## config.mk

```make
export PLATFORM = sky130hd
export DESIGN_NAME = cpu_mc
export DESIGN_NICKNAME = d
export VERILOG_FILES = /design/src/rtl/cpu_mc_pkg.sv /design/src/rtl/cpu_mc_regfile.sv /design/src/rtl/cpu_mc.sv
export SDC_FILE = /design/constraint.sdc
export NUM_CORES = 1
export LEC_CHECK = 0
export ABC_AREA = 1
export BUFFER_PORTS_ARGS = -buffer_cell sky130_fd_sc_hd__buf_2
export CORE_MARGIN = 2
export CORE_UTILIZATION = 38
export CTS_CLUSTER_DIAMETER = 60
export DETAILED_ROUTE_END_ITERATION = 7
export PLACE_DENSITY = 0.62
export RECOVER_POWER = 50
export SLEW_MARGIN = 25
export SYNTH_ARGS = -nofsm -noshare
export SYNTH_HDL_FRONTEND = slang
export SYNTH_SLANG_ARGS = --single-unit
```

## constraint.sdc

```tcl
create_clock -name clk -period 6.95 [get_ports clk]
set_clock_uncertainty 0.15 [all_clocks]
set_input_delay 0.3475 -clock clk [delete_from_list [all_inputs] [get_ports clk]]
set_output_delay 0.3475 -clock clk [all_outputs]
set_load 0.01 [all_outputs]
```

## src/rtl/cpu_mc_pkg.sv

```systemverilog
// Shared definitions for the cpu_mc multi-cycle core: opcodes, FSM state
// encoding and instruction field layout.
package cpu_mc_pkg;

  localparam int unsigned INSTR_W     = 32;
  localparam int unsigned OP_W        = 4;
  localparam int unsigned REG_FIELD_W = 4;
  localparam int unsigned IMM_W       = 16;

  // Instruction field bit positions (LSB of each field)
  localparam int unsigned OP_LSB  = 0;
  localparam int unsigned RD_LSB  = 4;
  localparam int unsigned RS1_LSB = 8;
  localparam int unsigned RS2_LSB = 12;
  localparam int unsigned IMM_LSB = 16;

  localparam logic [OP_W-1:0] OP_NOP  = 4'h0;
  localparam logic [OP_W-1:0] OP_LDI  = 4'h1;
  localparam logic [OP_W-1:0] OP_ADD  = 4'h2;
  localparam logic [OP_W-1:0] OP_SUB  = 4'h3;
  localparam logic [OP_W-1:0] OP_AND  = 4'h4;
  localparam logic [OP_W-1:0] OP_OR   = 4'h5;
  localparam logic [OP_W-1:0] OP_XOR  = 4'h6;
  localparam logic [OP_W-1:0] OP_ADDI = 4'h7;
  localparam logic [OP_W-1:0] OP_LD   = 4'h8;
  localparam logic [OP_W-1:0] OP_ST   = 4'h9;
  localparam logic [OP_W-1:0] OP_JMP  = 4'hA;
  localparam logic [OP_W-1:0] OP_JZ   = 4'hB;
  localparam logic [OP_W-1:0] OP_JC   = 4'hC;
  localparam logic [OP_W-1:0] OP_HALT = 4'hD;

  typedef enum logic [2:0] {
    S_FETCH    = 3'd0,
    S_EXEC     = 3'd1,
    S_MEM_REQ  = 3'd2,
    S_MEM_WAIT = 3'd3,
    S_HALT     = 3'd4
  } state_t;

endpackage

```

## src/rtl/cpu_mc_regfile.sv

```systemverilog
// General register file: NREGS x DATA_W, two combinational read ports, one
// synchronous write port. Indices >= NREGS read as 0 and writes to them are
// dropped, so 4-bit register fields are safe for any NREGS.
// Ports: clk, rst (sync active-low), ra/rb -> rda/rdb read ports,
//        we/wa/wd write port, r0_low = r0[7:0] for the LED glue.
module cpu_mc_regfile
  import cpu_mc_pkg::*;
#(
  parameter int unsigned DATA_W = 16,
  parameter int unsigned NREGS  = 8
) (
  input  logic                   clk,
  input  logic                   rst,
  input  logic [REG_FIELD_W-1:0] ra,
  input  logic [REG_FIELD_W-1:0] rb,
  output logic [DATA_W-1:0]      rda,
  output logic [DATA_W-1:0]      rdb,
  input  logic                   we,
  input  logic [REG_FIELD_W-1:0] wa,
  input  logic [DATA_W-1:0]      wd,
  output logic [7:0]             r0_low
);

  localparam int unsigned IDX_W = $clog2(NREGS);

  logic [DATA_W-1:0] regs [NREGS];

  always_ff @(posedge clk) begin
    if (!rst) begin
      for (int i = 0; i < int'(NREGS); i++) regs[i] <= '0;
    end else if (we && (32'(wa) < NREGS)) begin
      regs[wa[IDX_W-1:0]] <= wd;
    end
  end

  assign rda    = (32'(ra) < NREGS) ? regs[ra[IDX_W-1:0]] : '0;
  assign rdb    = (32'(rb) < NREGS) ? regs[rb[IDX_W-1:0]] : '0;
  assign r0_low = regs[0][7:0];

endmodule

```

## src/rtl/cpu_mc.sv

```systemverilog
// Multi-cycle CPU top: FETCH/EXEC/MEM_REQ/MEM_WAIT/HALT sequencer with
// request/ready handshakes on the instruction and data ports, ALU, flags,
// and LED glue.
// Ports: prog_addr/instr_req/instr/instr_ready instruction port;
//        mem_addr/mem_wdata/mem_rdata/mem_read/mem_write/mem_busy/mem_ready
//        data port; halted status; reg_leds = r0[7:0]; pc_leds = PC[3:0].
module cpu_mc
  import cpu_mc_pkg::*;
#(
  parameter int unsigned DATA_W = 16,
  parameter int unsigned NREGS  = 8,
  parameter int unsigned ADDR_W = 16
) (
  input  logic               clk,
  input  logic               rst,
  output logic [ADDR_W-1:0]  prog_addr,
  output logic               instr_req,
  input  logic [INSTR_W-1:0] instr,
  input  logic               instr_ready,
  output logic [ADDR_W-1:0]  mem_addr,
  output logic [DATA_W-1:0]  mem_wdata,
  input  logic [DATA_W-1:0]  mem_rdata,
  output logic               mem_read,
  output logic               mem_write,
  input  logic               mem_busy,
  input  logic               mem_ready,
  output logic               halted,
  output logic [7:0]         reg_leds,
  output logic [3:0]         pc_leds
);

  state_t state, next_state;

  logic [INSTR_W-1:0]     ir;
  logic [ADDR_W-1:0]      pc, pc_next, pc_inc, imm_a, ea;
  logic                   flag_z, flag_c;
  logic [OP_W-1:0]        op;
  logic [REG_FIELD_W-1:0] rd, rs1, rs2;
  logic [DATA_W-1:0]      rs1_val, rs2_val, imm_d, alu_res, wd;
  logic [DATA_W:0]        sum;
  logic                   alu_c, is_alu, we;
  logic                   latch_ir, exec_en, mem_done, is_mem;

  // Instruction decode from the latched word
  assign op     = ir[OP_LSB +: OP_W];
  assign rd     = ir[RD_LSB +: REG_FIELD_W];
  assign rs1    = ir[RS1_LSB +: REG_FIELD_W];
  assign rs2    = ir[RS2_LSB +: REG_FIELD_W];
  assign imm_d  = DATA_W'(ir[IMM_LSB +: IMM_W]);
  assign imm_a  = ADDR_W'(ir[IMM_LSB +: IMM_W]);
  assign pc_inc = pc + ADDR_W'(1);
  assign ea     = ADDR_W'(rs1_val) + imm_a;
  assign is_mem = (op == OP_LD) || (op == OP_ST);

  cpu_mc_regfile #(.DATA_W(DATA_W), .NREGS(NREGS)) u_regfile (
    .clk    (clk),
    .rst    (rst),
    .ra     (rs1),
    .rb     (rs2),
    .rda    (rs1_val),
    .rdb    (rs2_val),
    .we     (we),
    .wa     (rd),
    .wd     (wd),
    .r0_low (reg_leds)
  );

  // ALU; is_alu marks the ops that update flags. SUB is rs1 + ~rs2 + 1.
  always_comb begin
    sum     = '0;
    alu_res = '0;
    alu_c   = 1'b0;
    is_alu  = 1'b1;
    case (op)
      OP_ADD: begin
        sum     = {1'b0, rs1_val} + {1'b0, rs2_val};
        alu_res = sum[DATA_W-1:0];
        alu_c   = sum[DATA_W];
      end
      OP_SUB: begin
        sum     = {1'b0, rs1_val} + {1'b0, ~rs2_val} + (DATA_W+1)'(1);
        alu_res = sum[DATA_W-1:0];
        alu_c   = sum[DATA_W];
      end
      OP_ADDI: begin
        sum     = {1'b0, rs1_val} + {1'b0, imm_d};
        alu_res = sum[DATA_W-1:0];
        alu_c   = sum[DATA_W];
      end
      OP_AND:  alu_res = rs1_val & rs2_val;
      OP_OR:   alu_res = rs1_val | rs2_val;
      OP_XOR:  alu_res = rs1_val ^ rs2_val;
      default: is_alu = 1'b0;
    endcase
  end

  // State register
  always_ff @(posedge clk) begin
    if (!rst) state <= S_FETCH;
    else      state <= next_state;
  end

  // Next state, handshake outputs and datapath enables
  always_comb begin
    next_state = state;
    instr_req  = 1'b0;
    mem_read   = 1'b0;
    mem_write  = 1'b0;
    halted     = 1'b0;
    latch_ir   = 1'b0;
    exec_en    = 1'b0;
    mem_done   = 1'b0;
    case (state)
      S_FETCH: begin
        instr_req = 1'b1;
        if (instr_ready) begin
          latch_ir   = 1'b1;
          next_state = S_EXEC;
        end
      end
      S_EXEC: begin
        exec_en = 1'b1;
        if (is_mem)               next_state = S_MEM_REQ;
        else if (op == OP_HALT)   next_state = S_HALT;
        else                      next_state = S_FETCH;
      end
      S_MEM_REQ: begin
        if (!mem_busy) begin
          mem_read   = (op == OP_LD);
          mem_write  = (op == OP_ST);
          next_state = S_MEM_WAIT;
        end
      end
      S_MEM_WAIT: begin
        if (mem_ready) begin
          mem_done   = 1'b1;
          next_state = S_FETCH;
        end
      end
      S_HALT:  halted = 1'b1;
      default: next_state = S_FETCH;
    endcase
  end

  // PC update and register write selection
  always_comb begin
    pc_next = pc;
    we      = 1'b0;
    wd      = alu_res;
    if (exec_en) begin
      case (op)
        OP_LD, OP_ST, OP_HALT: pc_next = pc;
        OP_JMP: pc_next = imm_a;
        OP_JZ:  pc_next = flag_z ? imm_a : pc_inc;
        OP_JC:  pc_next = flag_c ? imm_a : pc_inc;
        OP_LDI: begin
          we      = 1'b1;
          wd      = imm_d;
          pc_next = pc_inc;
        end
        default: begin
          we      = is_alu;
          pc_next = pc_inc;
        end
      endcase
    end
    if (mem_done) begin
      pc_next = pc_inc;
      we      = (op == OP_LD);
      wd      = mem_rdata;
    end
  end

  // Datapath registers
  always_ff @(posedge clk) begin
    if (!rst) begin
      pc        <= '0;
      ir        <= '0;
      flag_z    <= 1'b0;
      flag_c    <= 1'b0;
      mem_addr  <= '0;
      mem_wdata <= '0;
    end else begin
      pc <= pc_next;
      if (latch_ir) ir <= instr;
      if (exec_en && is_alu) begin
        flag_z <= (alu_res == '0);
        flag_c <= alu_c;
      end
      if (exec_en && is_mem) mem_addr <= ea;
      if (exec_en && (op == OP_ST)) mem_wdata <= rs2_val;
    end
  end

  assign prog_addr = pc;
  assign pc_leds   = pc[3:0];

endmodule

```

==> flow_metrics.tcl <==
set metrics [dict create \
    slew_headroom_pct -91.4 \
    fin_util_pct 43.8 \
    cts_tree "built" \
    synth_top_flop_cell "edfxtp_1" \
    fin_setup_tns_ps 0 \
    detail_route.iter0.violations 1591 \
    ir_worst_vdd_uv 203 \
    avgRoutedWirePerCell_um 20.7 \
    grt_max_degree 70 \
    final_cells 2647 \
    hold_violations 0 \
    vias 14800 \
    numCtsBuffers 29 \
    port_buffers 116 \
    grt_pass1_vias 14200 \
    synth.distinct_cells 52 \
    p_leak_nw 6.92 \
    area_growth_pct 14.5 \
    grt_pass1_wl_mm 82.2 \
    drc_errors 0 \
    htreeDepth 1 \
    postRouteAntennaNets 0 \
    row_count 72 \
    grt-ovfl-total 0 \
    grt_antenna_before_repair 0 \
    fmax_mhz 171 \
    maxCapViolCount 1 \
    avgViaCountPerCell 5.60 \
    track_usage_pct 26.3 \
    pin_count 117 \
    yosys.area.top_type "edfxtp_1" \
    syn_area_per_cell_um2 7.30 \
    clk_path_buf_depth 3 \
    num-fill-cells 3909 \
    fin_nets 2221 \
    syn_area_um2 14700 \
    synth_area_leaders "edfxtp_1 26%, dfxtp_1 12%, nand2_1 9.0%" \
    clk_pin_slew_ps 60 \
    path_class "reg -> reg" \
    min_period_ps 5830 \
    die_width_um 201 \
    arrival_ps 5980 \
    dieHeight_um 201 \
    rr_worst_depth 17 \
    min_delay_path_depth 3 \
    synth_cells 2011 \
    total_power_mw 4.39 \
    critPathRequiredTime_ps 7100 \
    status "finished with violations" \
    syn_nets 2126 \
    yosysSeqAreaShare_pct 38.6 \
    r2r_end "u_regfile.regs[3][8]" \
    synth.most_common_cell "nand2_1" \
    ff2ff_setup_slack_ps 1120 \
    cp-start-kind "flop" \
    grt_setup_unrepaired "no" \
    dp_hpwl_mm 39.1 \
    hold_path_class "in -> reg" \
    post_cts_buffers 0 \
    dr.pass1.iters 5 \
    synth-edff-count 128 \
    start_util_pct 38.3 \
    violations "capacitance limit, slew limit" \
    coreArea_um2 38400 \
    num_antenna_cells 0 \
    worst_pin_slew_ps 2870 \
    die_area_um2 40200 \
    setup_viol 0 \
    end_kind "flop" \
    fin_crit_sh_pct 83.9 \
    cts_root_buffer "clkbuf_16" \
    clock_latency_ps 590 \
    ys_ff_latch 219 \
    critPathMaxFanout 45 \
    routabilityCongestion 0.942 \
    min_from "instr_ready" \
    drive_above_1_share_pct 8.92 \
    slew_violations 70 \
    clkSinkCount 219 \
    synth_top_area_share_pct 26.2 \
    yosys_warnings 0 \
    detail_route.wirelength_mm 54.7 \
    cellPowerDensity_nw_per_um2 261 \
    synth_common_cells "351 x nand2_1, 258 x inv_1, 220 x a21oi_1, 197 x nor2_1, 195 x o21ai_0" \
    async_flop_share_pct 0 \
    dp.cells 2555 \
]
layout by cell type, fill, tap and decap left out, drive strengths merged, types with 6 or more instances in the layout:
| cell type | netlist | routed |
|---|---|---|
| a21oi | 222 | 222 |
| nand3b | 7 | 7 |
| o211ai | 80 | 80 |
| buf | 35 | 69 |
| nand2 | 369 | 369 |
| nor3 | 23 | 23 |
| clkinv | 3 | 13 |
| a211oi | 9 | 9 |
| dlygate4sd3 | 0 | 38 |
| nand4 | 16 | 16 |
| ha | 61 | 61 |
| inv | 262 | 266 |
| edfxtp | 128 | 128 |
| xor2 | 6 | 6 |
| dfxtp | 91 | 91 |
| nand3 | 156 | 156 |
| o21ai | 198 | 198 |
| nor2 | 207 | 207 |
| a221oi | 9 | 9 |
| clkbuf | 78 | 107 |
| o22ai | 8 | 8 |
report_power, final:
part	leakage [nW]	internal (mW)	switching (mW)
sequential	2.06	1.44	0.0694
clock	0.457	0.845	0.619
combinational	4.40	0.417	0.998
final cells by class:
type | instances | area (um^2) | share of cell area (%)
clock buffers | 37 | 786 | 4.67
inverters | 265 | 995 | 5.92
flip-flops and latches | 219 | 5670 | 33.7
well taps | 518 | 648 | 3.85
clock inverters | 17 | 148 | 0.878
repair buffers | 177 | 1030 | 6.13
multi-input cells | 1414 | 7540 | 44.8
per-stage QoR:
stage	setup slack, ps	hold WS (ps)	cell area, um^2
6_report	1120	43.1	16800
4_1_cts	1410	28.1	16900
2_1_floorplan	2910	280	14700
5_1_grt	892	44.1	16800
3_3_place_gp	1460	296	15600
3_5_place_dp	1430	303	15600
registers in the layout, indices dropped and copies added (netlist names), named ones only:
name	count
flag_c	1
u_regfile.regs	128
flag_z	1
ir	32
state	3
prog_addr	16
mem_wdata	16
mem_addr	16
worst max-delay path, cell delays in order, from the launching register on:
cell,delay [ps]
dfxtp_2,830
inv_1,690
nor2_1,220
o21ai_0,140
o211ai_1,400
inv_1,150
ha_1,260
fa_1,540
nand3_1,130
nand2_1,140
a21oi_1,230
xor2_1,170
o21ai_0,90
a31oi_1,410
nand2_2,150
o211ai_2,320
a21boi_4,450
nor2_2,50
routing by layer:
metal / vias up / global-route usage, % / wire length, um
li1: 7016 / - / -
met5: - / 0 / 0
met3: 171 / 3.98 / 3610
met1: 6991 / 32.5 / 22200
met2: 637 / 44.5 / 25700
met4: 0 / 13.9 / 3140
logic make-up after synthesis:
family / Yosys count / share of synthesized area (%)
flip-flops: 219 / 38.6
buffers and inverters: 378 / 10.2
AO/OA/AOI/OAI: 563 / 22.4
AND/OR/NAND/NOR: 783 / 23.2
XOR/XNOR: 6 / 0.358
adder cells (fa/ha/maj): 62 / 5.33
how the worst max path moves through the flow:
stage | end | slack, ps
floorplan | u_regfile.regs[0][8] | 2910
global placement | u_regfile.regs[7][8] | 1460
detailed placement | u_regfile.regs[2][8] | 1430
CTS | u_regfile.regs[2][8] | 1410
global route | u_regfile.regs[3][8] | 890
finish | u_regfile.regs[3][8] | 1120
repair_timing:
item                       CTS  global route
hold buffers                38             0
hold endpoints to repair    42             0
setup endpoints to repair    0             0
gates resized for setup      0             0
(Power assumes the default switching activity.)
